`src/rtl/arm_ctrl_pkg.sv`:
```
// ----------------------------------------------------------------------------
// arm_ctrl_pkg
//
// Shared definitions for the multicycle ARM controller:
//   - 4-bit state encodings of the main FSM (also exported on the debug port)
//   - field widths of the datapath mux selects
//   - opcode constants of the instruction Op field
//   - the packed 15-bit control vector the main FSM decodes into
//   - a helper that tells whether a state owns the memory port
//
// No ports (package).
// ----------------------------------------------------------------------------
package arm_ctrl_pkg;

    // ------------------------------------------------------------------
    // State encodings. These values are visible on the State debug port,
    // so they are fixed here rather than left to the tool.
    // ------------------------------------------------------------------
    localparam logic [3:0] ST_FETCH    = 4'd0;
    localparam logic [3:0] ST_DECODE   = 4'd1;
    localparam logic [3:0] ST_MEMADR   = 4'd2;
    localparam logic [3:0] ST_MEMREAD  = 4'd3;
    localparam logic [3:0] ST_MEMWB    = 4'd4;
    localparam logic [3:0] ST_MEMWRITE = 4'd5;
    localparam logic [3:0] ST_EXECUTER = 4'd6;
    localparam logic [3:0] ST_EXECUTEI = 4'd7;
    localparam logic [3:0] ST_ALUWB    = 4'd8;
    localparam logic [3:0] ST_BRANCH   = 4'd9;
    localparam logic [3:0] ST_FAULT    = 4'd10;

    typedef enum logic [3:0] {
        S_FETCH    = ST_FETCH,
        S_DECODE   = ST_DECODE,
        S_MEMADR   = ST_MEMADR,
        S_MEMREAD  = ST_MEMREAD,
        S_MEMWB    = ST_MEMWB,
        S_MEMWRITE = ST_MEMWRITE,
        S_EXECUTER = ST_EXECUTER,
        S_EXECUTEI = ST_EXECUTEI,
        S_ALUWB    = ST_ALUWB,
        S_BRANCH   = ST_BRANCH,
        S_FAULT    = ST_FAULT
    } state_t;

    // ------------------------------------------------------------------
    // Datapath select field widths.
    // ------------------------------------------------------------------
    localparam int RESULTSRC_W = 2;
    localparam int ALUSRCA_W   = 2;
    localparam int ALUSRCB_W   = 2;

    // ------------------------------------------------------------------
    // Op field values. Op = 2'b11 is undefined and traps to FAULT.
    // ------------------------------------------------------------------
    localparam logic [1:0] OP_DP  = 2'b00;
    localparam logic [1:0] OP_MEM = 2'b01;
    localparam logic [1:0] OP_BR  = 2'b10;

    // Bit positions inside the Funct field.
    localparam int FUNCT_I_BIT = 5;
    localparam int FUNCT_L_BIT = 0;

    // ------------------------------------------------------------------
    // Control vector: 8 single-bit enables + three 2-bit selects + Fault
    // = 15 bits. Decoding into one struct keeps every state's default
    // (all zero) explicit in a single assignment.
    // ------------------------------------------------------------------
    typedef struct packed {
        logic                   mem_req;
        logic                   ir_write;
        logic                   next_pc;
        logic                   reg_w;
        logic                   mem_w;
        logic                   branch;
        logic                   alu_op;
        logic                   adr_src;
        logic [RESULTSRC_W-1:0] result_src;
        logic [ALUSRCA_W-1:0]   alu_src_a;
        logic [ALUSRCB_W-1:0]   alu_src_b;
        logic                   fault;
    } ctrl_t;

    // True for the states that hold a memory access open.
    function automatic logic is_mem_req_state(input state_t s);
        return (s == S_FETCH) || (s == S_MEMREAD) || (s == S_MEMWRITE);
    endfunction

endpackage : arm_ctrl_pkg

```
`src/rtl/memwait_timer.sv`:
```
// ----------------------------------------------------------------------------
// memwait_timer
//
// Counts wait cycles of one memory access and flags when the access has been
// stalled for TIMEOUT cycles without the memory answering.
//
// Parameters:
//   TIMEOUT  maximum wait cycles per access; 0 disables expiry
//   CNT_W    counter width; 2**CNT_W must exceed TIMEOUT
//
// Ports:
//   clk      in   rising-edge clock
//   reset    in   asynchronous active-high reset, clears the counter
//   clr      in   synchronous clear (new access starting, or memory ready)
//   en       in   a memory access is open this cycle
//   ready    in   memory completes the access this cycle
//   expired  out  TIMEOUT wait cycles elapsed and memory still not ready
// ----------------------------------------------------------------------------
module memwait_timer #(
    parameter int TIMEOUT = 15,
    parameter int CNT_W   = 4
) (
    input  logic clk,
    input  logic reset,
    input  logic clr,
    input  logic en,
    input  logic ready,
    output logic expired
);

    localparam logic [CNT_W-1:0] TIMEOUT_V = CNT_W'(TIMEOUT);
    localparam logic [CNT_W-1:0] CNT_MAX   = '1;
    localparam logic             TO_ON     = (TIMEOUT != 0);

    logic [CNT_W-1:0] cnt_q;
    logic [CNT_W-1:0] cnt_d;

    always_comb begin
        cnt_d = cnt_q;
        if (clr) begin
            cnt_d = '0;
        end else if (en && !ready && (cnt_q != CNT_MAX)) begin
            // Saturate so a disabled timeout never wraps into a stale match.
            cnt_d = cnt_q + CNT_W'(1);
        end
    end

    always_ff @(posedge clk or posedge reset) begin
        if (reset) begin
            cnt_q <= '0;
        end else begin
            cnt_q <= cnt_d;
        end
    end

    // The counter holds the number of wait cycles already spent, so a match
    // means this is the (TIMEOUT+1)-th cycle of the access. A ready in this
    // same cycle still completes the access.
    assign expired = TO_ON && en && !ready && (cnt_q == TIMEOUT_V);

endmodule : memwait_timer

```
`src/rtl/mainfsm_ws.sv`:
```
// ----------------------------------------------------------------------------
// mainfsm_ws
//
// Main control FSM of the multicycle ARM datapath with memory wait-states.
// Sequences FETCH / DECODE / EXECUTE / MEM / WB, stalls in the memory states
// (FETCH, MEMREAD, MEMWRITE) until MemReady, bounds each stall with a
// timeout, and traps undefined opcodes or timeouts in a sticky FAULT state
// left only through reset.
//
// Parameters:
//   TIMEOUT   maximum wait cycles per memory access (0 = no timeout)
//   CNT_W     wait counter width, 2**CNT_W > TIMEOUT
//
// Ports:
//   clk        in   rising-edge clock
//   reset      in   asynchronous active-high reset, forces FETCH
//   Op         in   instruction op field
//   Funct      in   funct field (bit 5 = I, bit 0 = L)
//   MemReady   in   memory completes the current access this cycle
//   MemReq     out  memory access in progress
//   IRWrite, NextPC, RegW, MemW, Branch, ALUOp, AdrSrc
//              out  datapath enables / selects
//   ResultSrc, ALUSrcA, ALUSrcB
//              out  2-bit datapath mux selects
//   Fault      out  high while in FAULT
//   State      out  current state encoding (debug)
//
// Handshake: a memory access is open in every cycle MemReq is high; it
// completes in the cycle MemReady is high while MemReq is high. MemReady
// has no effect in cycles where MemReq is low.
// ----------------------------------------------------------------------------
module mainfsm_ws
    import arm_ctrl_pkg::*;
#(
    parameter int TIMEOUT = 15,
    parameter int CNT_W   = 4
) (
    input  logic                   clk,
    input  logic                   reset,
    input  logic [1:0]             Op,
    input  logic [5:0]             Funct,
    input  logic                   MemReady,
    output logic                   MemReq,
    output logic                   IRWrite,
    output logic                   NextPC,
    output logic                   RegW,
    output logic                   MemW,
    output logic                   Branch,
    output logic                   ALUOp,
    output logic                   AdrSrc,
    output logic [RESULTSRC_W-1:0] ResultSrc,
    output logic [ALUSRCA_W-1:0]   ALUSrcA,
    output logic [ALUSRCB_W-1:0]   ALUSrcB,
    output logic                   Fault,
    output logic [3:0]             State
);

    state_t state_q;
    state_t state_d;
    ctrl_t  ctrl;

    logic   in_mem;
    logic   entering_mem;
    logic   timer_clr;
    logic   timer_expired;

    // Only I and L steer the sequence; the other funct bits belong to the
    // ALU decoder.
    logic   unused_funct;
    assign unused_funct = ^Funct[4:1];

    // ------------------------------------------------------------------
    // Wait-state timer
    // ------------------------------------------------------------------
    assign in_mem       = is_mem_req_state(state_q);
    // A fresh access starts whenever the next state is a memory state we
    // are not already in; staying in one keeps the running count.
    assign entering_mem = is_mem_req_state(state_d) && (state_d != state_q);
    assign timer_clr    = entering_mem || MemReady;

    memwait_timer #(
        .TIMEOUT (TIMEOUT),
        .CNT_W   (CNT_W)
    ) u_memwait_timer (
        .clk     (clk),
        .reset   (reset),
        .clr     (timer_clr),
        .en      (in_mem),
        .ready   (MemReady),
        .expired (timer_expired)
    );

    // ------------------------------------------------------------------
    // State register
    // ------------------------------------------------------------------
    always_ff @(posedge clk or posedge reset) begin
        if (reset) begin
            state_q <= S_FETCH;
        end else begin
            state_q <= state_d;
        end
    end

    // ------------------------------------------------------------------
    // Next-state logic. In the memory states MemReady is tested before
    // the timeout, so a late answer still completes the access.
    // ------------------------------------------------------------------
    always_comb begin
        state_d = state_q;
        case (state_q)
            S_FETCH: begin
                if (MemReady) begin
                    state_d = S_DECODE;
                end else if (timer_expired) begin
                    state_d = S_FAULT;
                end
            end
            S_DECODE: begin
                case (Op)
                    OP_DP:   state_d = Funct[FUNCT_I_BIT] ? S_EXECUTEI : S_EXECUTER;
                    OP_MEM:  state_d = S_MEMADR;
                    OP_BR:   state_d = S_BRANCH;
                    default: state_d = S_FAULT;
                endcase
            end
            S_EXECUTER,
            S_EXECUTEI: state_d = S_ALUWB;
            S_MEMADR: begin
                state_d = Funct[FUNCT_L_BIT] ? S_MEMREAD : S_MEMWRITE;
            end
            S_MEMREAD: begin
                if (MemReady) begin
                    state_d = S_MEMWB;
                end else if (timer_expired) begin
                    state_d = S_FAULT;
                end
            end
            S_MEMWRITE: begin
                if (MemReady) begin
                    state_d = S_FETCH;
                end else if (timer_expired) begin
                    state_d = S_FAULT;
                end
            end
            S_MEMWB,
            S_ALUWB,
            S_BRANCH: state_d = S_FETCH;
            S_FAULT:  state_d = S_FAULT;
            // Encodings 11..15 are unreachable; trap them if ever seen.
            default:  state_d = S_FAULT;
        endcase
    end

    // ------------------------------------------------------------------
    // Output decode: depends on the state and, in FETCH only, MemReady.
    // ------------------------------------------------------------------
    always_comb begin
        ctrl = '0;
        case (state_q)
            S_FETCH: begin
                ctrl.mem_req    = 1'b1;
                ctrl.alu_src_a  = 2'b01;
                ctrl.alu_src_b  = 2'b10;
                ctrl.result_src = 2'b10;
                // Latch the instruction and bump PC only when it arrives.
                ctrl.ir_write   = MemReady;
                ctrl.next_pc    = MemReady;
            end
            S_DECODE: begin
                ctrl.alu_src_a  = 2'b01;
                ctrl.alu_src_b  = 2'b10;
                ctrl.result_src = 2'b10;
            end
            S_EXECUTER: begin
                ctrl.alu_op     = 1'b1;
            end
            S_EXECUTEI: begin
                ctrl.alu_src_b  = 2'b01;
                ctrl.alu_op     = 1'b1;
            end
            S_ALUWB: begin
                ctrl.reg_w      = 1'b1;
            end
            S_MEMADR: begin
                ctrl.alu_src_b  = 2'b01;
            end
            S_MEMREAD: begin
                ctrl.mem_req    = 1'b1;
                ctrl.adr_src    = 1'b1;
            end
            S_MEMWB: begin
                ctrl.adr_src    = 1'b1;
                ctrl.result_src = 2'b01;
                ctrl.reg_w      = 1'b1;
            end
            S_MEMWRITE: begin
                // Write strobe stays up for the whole wait.
                ctrl.mem_req    = 1'b1;
                ctrl.adr_src    = 1'b1;
                ctrl.mem_w      = 1'b1;
            end
            S_BRANCH: begin
                ctrl.alu_src_a  = 2'b10;
                ctrl.alu_src_b  = 2'b01;
                ctrl.result_src = 2'b10;
                ctrl.branch     = 1'b1;
            end
            S_FAULT: begin
                ctrl.fault      = 1'b1;
            end
            default: begin
                ctrl = '0;
            end
        endcase
    end

    assign MemReq    = ctrl.mem_req;
    assign IRWrite   = ctrl.ir_write;
    assign NextPC    = ctrl.next_pc;
    assign RegW      = ctrl.reg_w;
    assign MemW      = ctrl.mem_w;
    assign Branch    = ctrl.branch;
    assign ALUOp     = ctrl.alu_op;
    assign AdrSrc    = ctrl.adr_src;
    assign ResultSrc = ctrl.result_src;
    assign ALUSrcA   = ctrl.alu_src_a;
    assign ALUSrcB   = ctrl.alu_src_b;
    assign Fault     = ctrl.fault;
    assign State     = state_q;

endmodule : mainfsm_ws

```
`config.mk`:
```
export PLATFORM = sky130hd
export DESIGN_NAME = mainfsm_ws
export DESIGN_NICKNAME = d
export VERILOG_FILES = /design/src/rtl/arm_ctrl_pkg.sv /design/src/rtl/memwait_timer.sv /design/src/rtl/mainfsm_ws.sv
export SDC_FILE = /design/constraint.sdc
export NUM_CORES = 1
export LEC_CHECK = 0
export ABC_AREA = 0
export CORE_UTILIZATION = 46
export CTS_CLUSTER_SIZE = 20
export DETAILED_ROUTE_END_ITERATION = 8
export PLACE_DENSITY_LB_ADDON = 0.3
export SYNTH_ARGS = -nofsm -noshare
export SYNTH_HDL_FRONTEND = slang
export SYNTH_SLANG_ARGS = --single-unit
```
`constraint.sdc`:
```
create_clock -name clk -period 3.3 [get_ports clk]
set_clock_uncertainty 0.05 [all_clocks]
set_input_delay 0.66 -clock clk [delete_from_list [all_inputs] [get_ports clk]]
set_output_delay 0.66 -clock clk [all_outputs]
set_load 0.005 [all_outputs]
```
Yosys cells after proc, flatten, opt, wreduce, memory -nomap -nowiden
Cells that the tools add are included.

$add $sub $neg: 1. Equality and inequality tests: 17. Mux-type cells: 21. Reductions and logical operators: 22.

Operator list (count): $pmux W4 S7 (1); $mux W4 (6); $eq A4 B3 Y1 const B (5); $eq A4 B4 Y1 const B (4); $reduce_or A3 Y1 (5); $eq A4 B2 Y1 const B (3); $pmux W2 S2 (3); $pmux W4 S3 (1); $logic_not A4 Y1 (2); $mux W1 (8); $reduce_or A2 Y1 (3); $logic_or A1 B1 Y1 (5); $add A4 B1 Y4 const B (1); $eq A4 B1 Y1 const B (1); $logic_and A1 B1 Y1 (4); $ne A4 B4 Y1 (1); $ne A4 B4 Y1 const B (1); $mux W3 (1); $eq A2 B1 Y1 const B (1); $eq A2 B2 Y1 const B (1); $logic_not A2 Y1 (1); $mux W2 (1); $reduce_bool A2 Y1 (1); $logic_not A1 Y1 (1).

Flip-flop bits (word level): 8. Input bits: 11. Output and inout port bits: 19. Word-level logic and storage cells: 63.

Logic depth before layout (Yosys ltp)
Word-level depth: 14. Gate-level depth with buffers: 6. Depth with buffers taken out: 6.

By module
Synthesis repeated with hierarchy kept, for this count alone.

Cell total of the unflattened synthesis: 101. Area, all modules: 787.0 µm².

By module, submodules not included: mainfsm_ws (times used 1, cells an instance 76, area an instance 530.5 µm², sequential area each 100.1 µm²); memwait_timer (times used 1, cells an instance 25, area an instance 256.5 µm², sequential area each 100.1 µm²).

Least setup slack after synthesis
Ideal clock, no wire load.

Path type: input to output. Start: input MemReady. End: output NextPC. Arrival: 1.363 ns. Data required time: 2.590 ns. Slack: 1.227 ns. Cell stages on the path: 4. Path buffers: 2. Path through: buf_4 inv_1 nor4_1 buf_4.

Cells in the longest elaborated chain, start to end: 1.

RTL lines: start: declaration (line mainfsm_ws.sv:42) `input logic MemReady,`; $mux W2 (line mainfsm_ws.sv:159) `case (state_q)`; end: declaration (line mainfsm_ws.sv:45) `output logic NextPC,`.

Every way passes these cells.

Final worst setup path
Start: input MemReady. End: output IRWrite.

Cells in the longest elaborated chain, start to end: 1.

RTL lines: $mux W2 (line mainfsm_ws.sv:159); end: declaration (line mainfsm_ws.sv:44) `output logic IRWrite,`.

Every way passes these cells.

==> results.json <==
{
  "drc": 0,
  "drtPass1Iterations": 4,
  "cts_sinks": 8,
  "end_kind": "primary output",
  "grt_pass1_vias": 688,
  "synth_area_um2": 783,
  "rows": 14,
  "synth_top_area_share_pct": 25.6,
  "leakage_nw": 0.417,
  "tightest_slew_ps": 513,
  "io_pins": 30,
  "cp_cell_sequence": "clkdlybuf4s50_1, inv_1, nor4_1, clkdlybuf4s50_1",
  "synth_edf_count": 0,
  "avgSynthCellArea_um2": 8.51,
  "cts_tree": "done",
  "grt_max_degree": 18,
  "dpl.cell_count": 126,
  "async_reset_ff_share_pct": 100,
  "ys_seq_area_share_pct": 25.6,
  "crit_top_cell": "clkdlybuf4s50_1",
  "vias": 791,
  "status": "finished clean",
  "postSynthCellCount": 92,
  "powerDensity_nw_per_um2": 874,
  "regToRegSetupSlack_ps": 1180,
  "synth.net_count": 104,
  "crit_family": "buffers and inverters",
  "synth_mux_area_share_pct": 1.28,
  "cts_resized": 0,
  "startpoint_type": "primary input",
  "p_seq_share_pct": 24.3,
  "synth_ff_type": "dfrtp_1",
  "vias_per_cell": 6.13,
  "synth_fa_ha_area_share_pct": 1.60,
  "swShare_pct": 43.1,
  "cp_data_arrival_time_ps": 2130,
  "synth_cell_types": 45,
  "htreeDepth": 1,
  "yosysWarningCount": 0,
  "comb_power_share_pct": 67.8,
  "drt_iter0_drc": 36,
  "period_share_pct": 86.0,
  "track_usage_pct": 20.8,
  "synth_common_cells": "8 x dfrtp_1, 8 x nor2_1, 6 x inv_1, 6 x nand2_1",
  "dieArea_um2": 1870,
  "cts_setup_buffers": 0,
  "dieHeight_um": 43.3,
  "instances_no_fill": 129,
  "crit_required_ps": 2590,
  "hold_path.class": "flip-flop to flip-flop",
  "ir_worst_vdd_v": 0.000598,
  "layout.nets": 127,
  "drv_slew": 0,
  "crit_buf_inv": 3,
  "crit_path_max_fanout": 3,
  "drive_gt1_share_pct": 11.5,
  "hold_viol": 0,
  "cts_buffers": 3,
  "diodes": 0,
  "yosys-top-cells-area": "dfrtp_1 26%, buf_4 3.8%, nor2_1 3.8%",
  "cts_root_buf": "clkbuf_4",
  "fill_cells": 126,
  "synth_top_area_cell": "dfrtp_1",
  "cts_hold_buf": 0,
  "clkPwrFrac_pct": 7.9,
  "gr-total-overflow": 0,
  "setup-tns-final_ps": 0,
  "gp_congestion": 0.842,
  "synth-compound-area-share_pct": 27.0,
  "syn_to_final_growth_pct": 30.0,
  "post-route-min-period_ps": 2840,
  "relSlewSlack_pct": 65.8,
  "clk_latency_ps": 250,
  "antenna_found_initial": 0,
  "drv_cap": 0,
  "switchingPower_uw": 384,
  "crit_slowest_cell": "clkdlybuf4s50_1",
  "synth_xor_area_share_pct": 4.47,
  "die_w_um": 43.3,
  "io_buffers": 25,
  "yosys.area_share.simple_pct": 28.9,
  "setup_viol": 0,
  "max_stage_delay_ps": 580,
  "fmax_mhz": 352,
  "intPower_uw": 507,
  "rsz0062_at_grt": "no",
  "grt_pass1_wl_um": 2990,
  "synth-seq-cells": 8,
  "wl_per_cell_um": 13.9,
  "drtAntennaViolNets": 0,
  "core-area_um2": 1540,
  "clock_path_buffers": 2,
  "synth_top_family_by_area": "simple AND/OR/NAND/NOR gates",
  "path_clk_slew_ps": 50,
  "start_util_pct": 50.8,
  "path_class": "primary input to primary output",
  "dpl.hpwl_um": 1390,
  "finalWirelength_um": 1800
}
worst min-delay path, stage by stage (launching register included):
cell and delay, ps:
dfrtp_1 380, xnor2_1 140, a311oi_1 50
metrics by stage:
step	utilization, %	total power, mW	hold WS, ps	setup slack, ps	cell area [um^2]
4_1_cts	66.1	0.893	557	444	1020
3_3_place_gp	64.6	0.805	544	509	996
6_report	66.1	0.891	559	462	1020
5_1_grt	66.1	0.959	620	332	1020
3_5_place_dp	64.6	0.818	546	448	996
2_1_floorplan	-	0.608	426	1230	783
state kept, by name, summed over array words and instances (netlist names):
register / flops
u_memwait_timer.cnt_q: 4
State: 4
worst paths after layout:
| check | start | endpoint | cells after the start |
|---|---|---|---|
| min reg2reg | u_memwait_timer.cnt_q[3] | u_memwait_timer.cnt_q[3] | 2 |
| min in group asynchronous | reset | State[3] | 2 |
| max | MemReady | IRWrite | 4 |
| min | u_memwait_timer.cnt_q[3] | u_memwait_timer.cnt_q[3] | 2 |
| max reg2reg | State[0] | u_memwait_timer.cnt_q[0] | 5 |
| max in group asynchronous | reset | u_memwait_timer.cnt_q[1] | 2 |
logic make-up after synthesis:
family / count (synthesis)
DFF: 8
muxes: 1
xor gates and xnor gates: 4
buffers and inverters: 14
adders and majority gates: 1
and+or+nand+nor: 40
AOI/OAI and AO/OA: 24
layout by cell type, fill, tap and decap left out, types with 3 or more instances in the layout:
| cell | n |
|---|---|
| nor2_1 | 8 |
| nand3_1 | 4 |
| nand2_1 | 6 |
| inv_1 | 6 |
| nand2b_1 | 3 |
| clkdlybuf4s50_1 | 25 |
| nor3_1 | 4 |
| dfrtp_1 | 8 |
| clkbuf_4 | 3 |
| a311oi_1 | 3 |
| a21oi_1 | 3 |
layer usage:
metal | global-route usage [%] | vias up | routed length, um
li1 | - | 386 | -
met2 | 34.3 | 31 | 878
met5 | 0 | - | 0
met4 | 7.27 | 0 | 11
met3 | 2.55 | 2 | 86
met1 | 27.8 | 372 | 822
power by group through the flow:
| stage | clock network, mW | logic, mW | registers, mW |
|---|---|---|---|
| final | 0.0705 | 0.604 | 0.216 |
| after global routing | 0.0784 | 0.654 | 0.227 |
| after CTS | 0.0753 | 0.606 | 0.212 |
| after detailed placement | 0 | 0.604 | 0.214 |
| after global placement | 0 | 0.591 | 0.214 |
| after floorplan | 0 | 0.449 | 0.159 |
cell type report:
type	instances	area (um^2)	share of cell area [%]
multi-input cells	70	495	48.6
flip-flops and latches	8	200	19.7
clock buffers	3	22.5	2.21
repair buffers	26	258	25.3
well taps	16	20.0	1.97
inverters	6	22.5	2.21
Power figures use the tool's default switching activity.
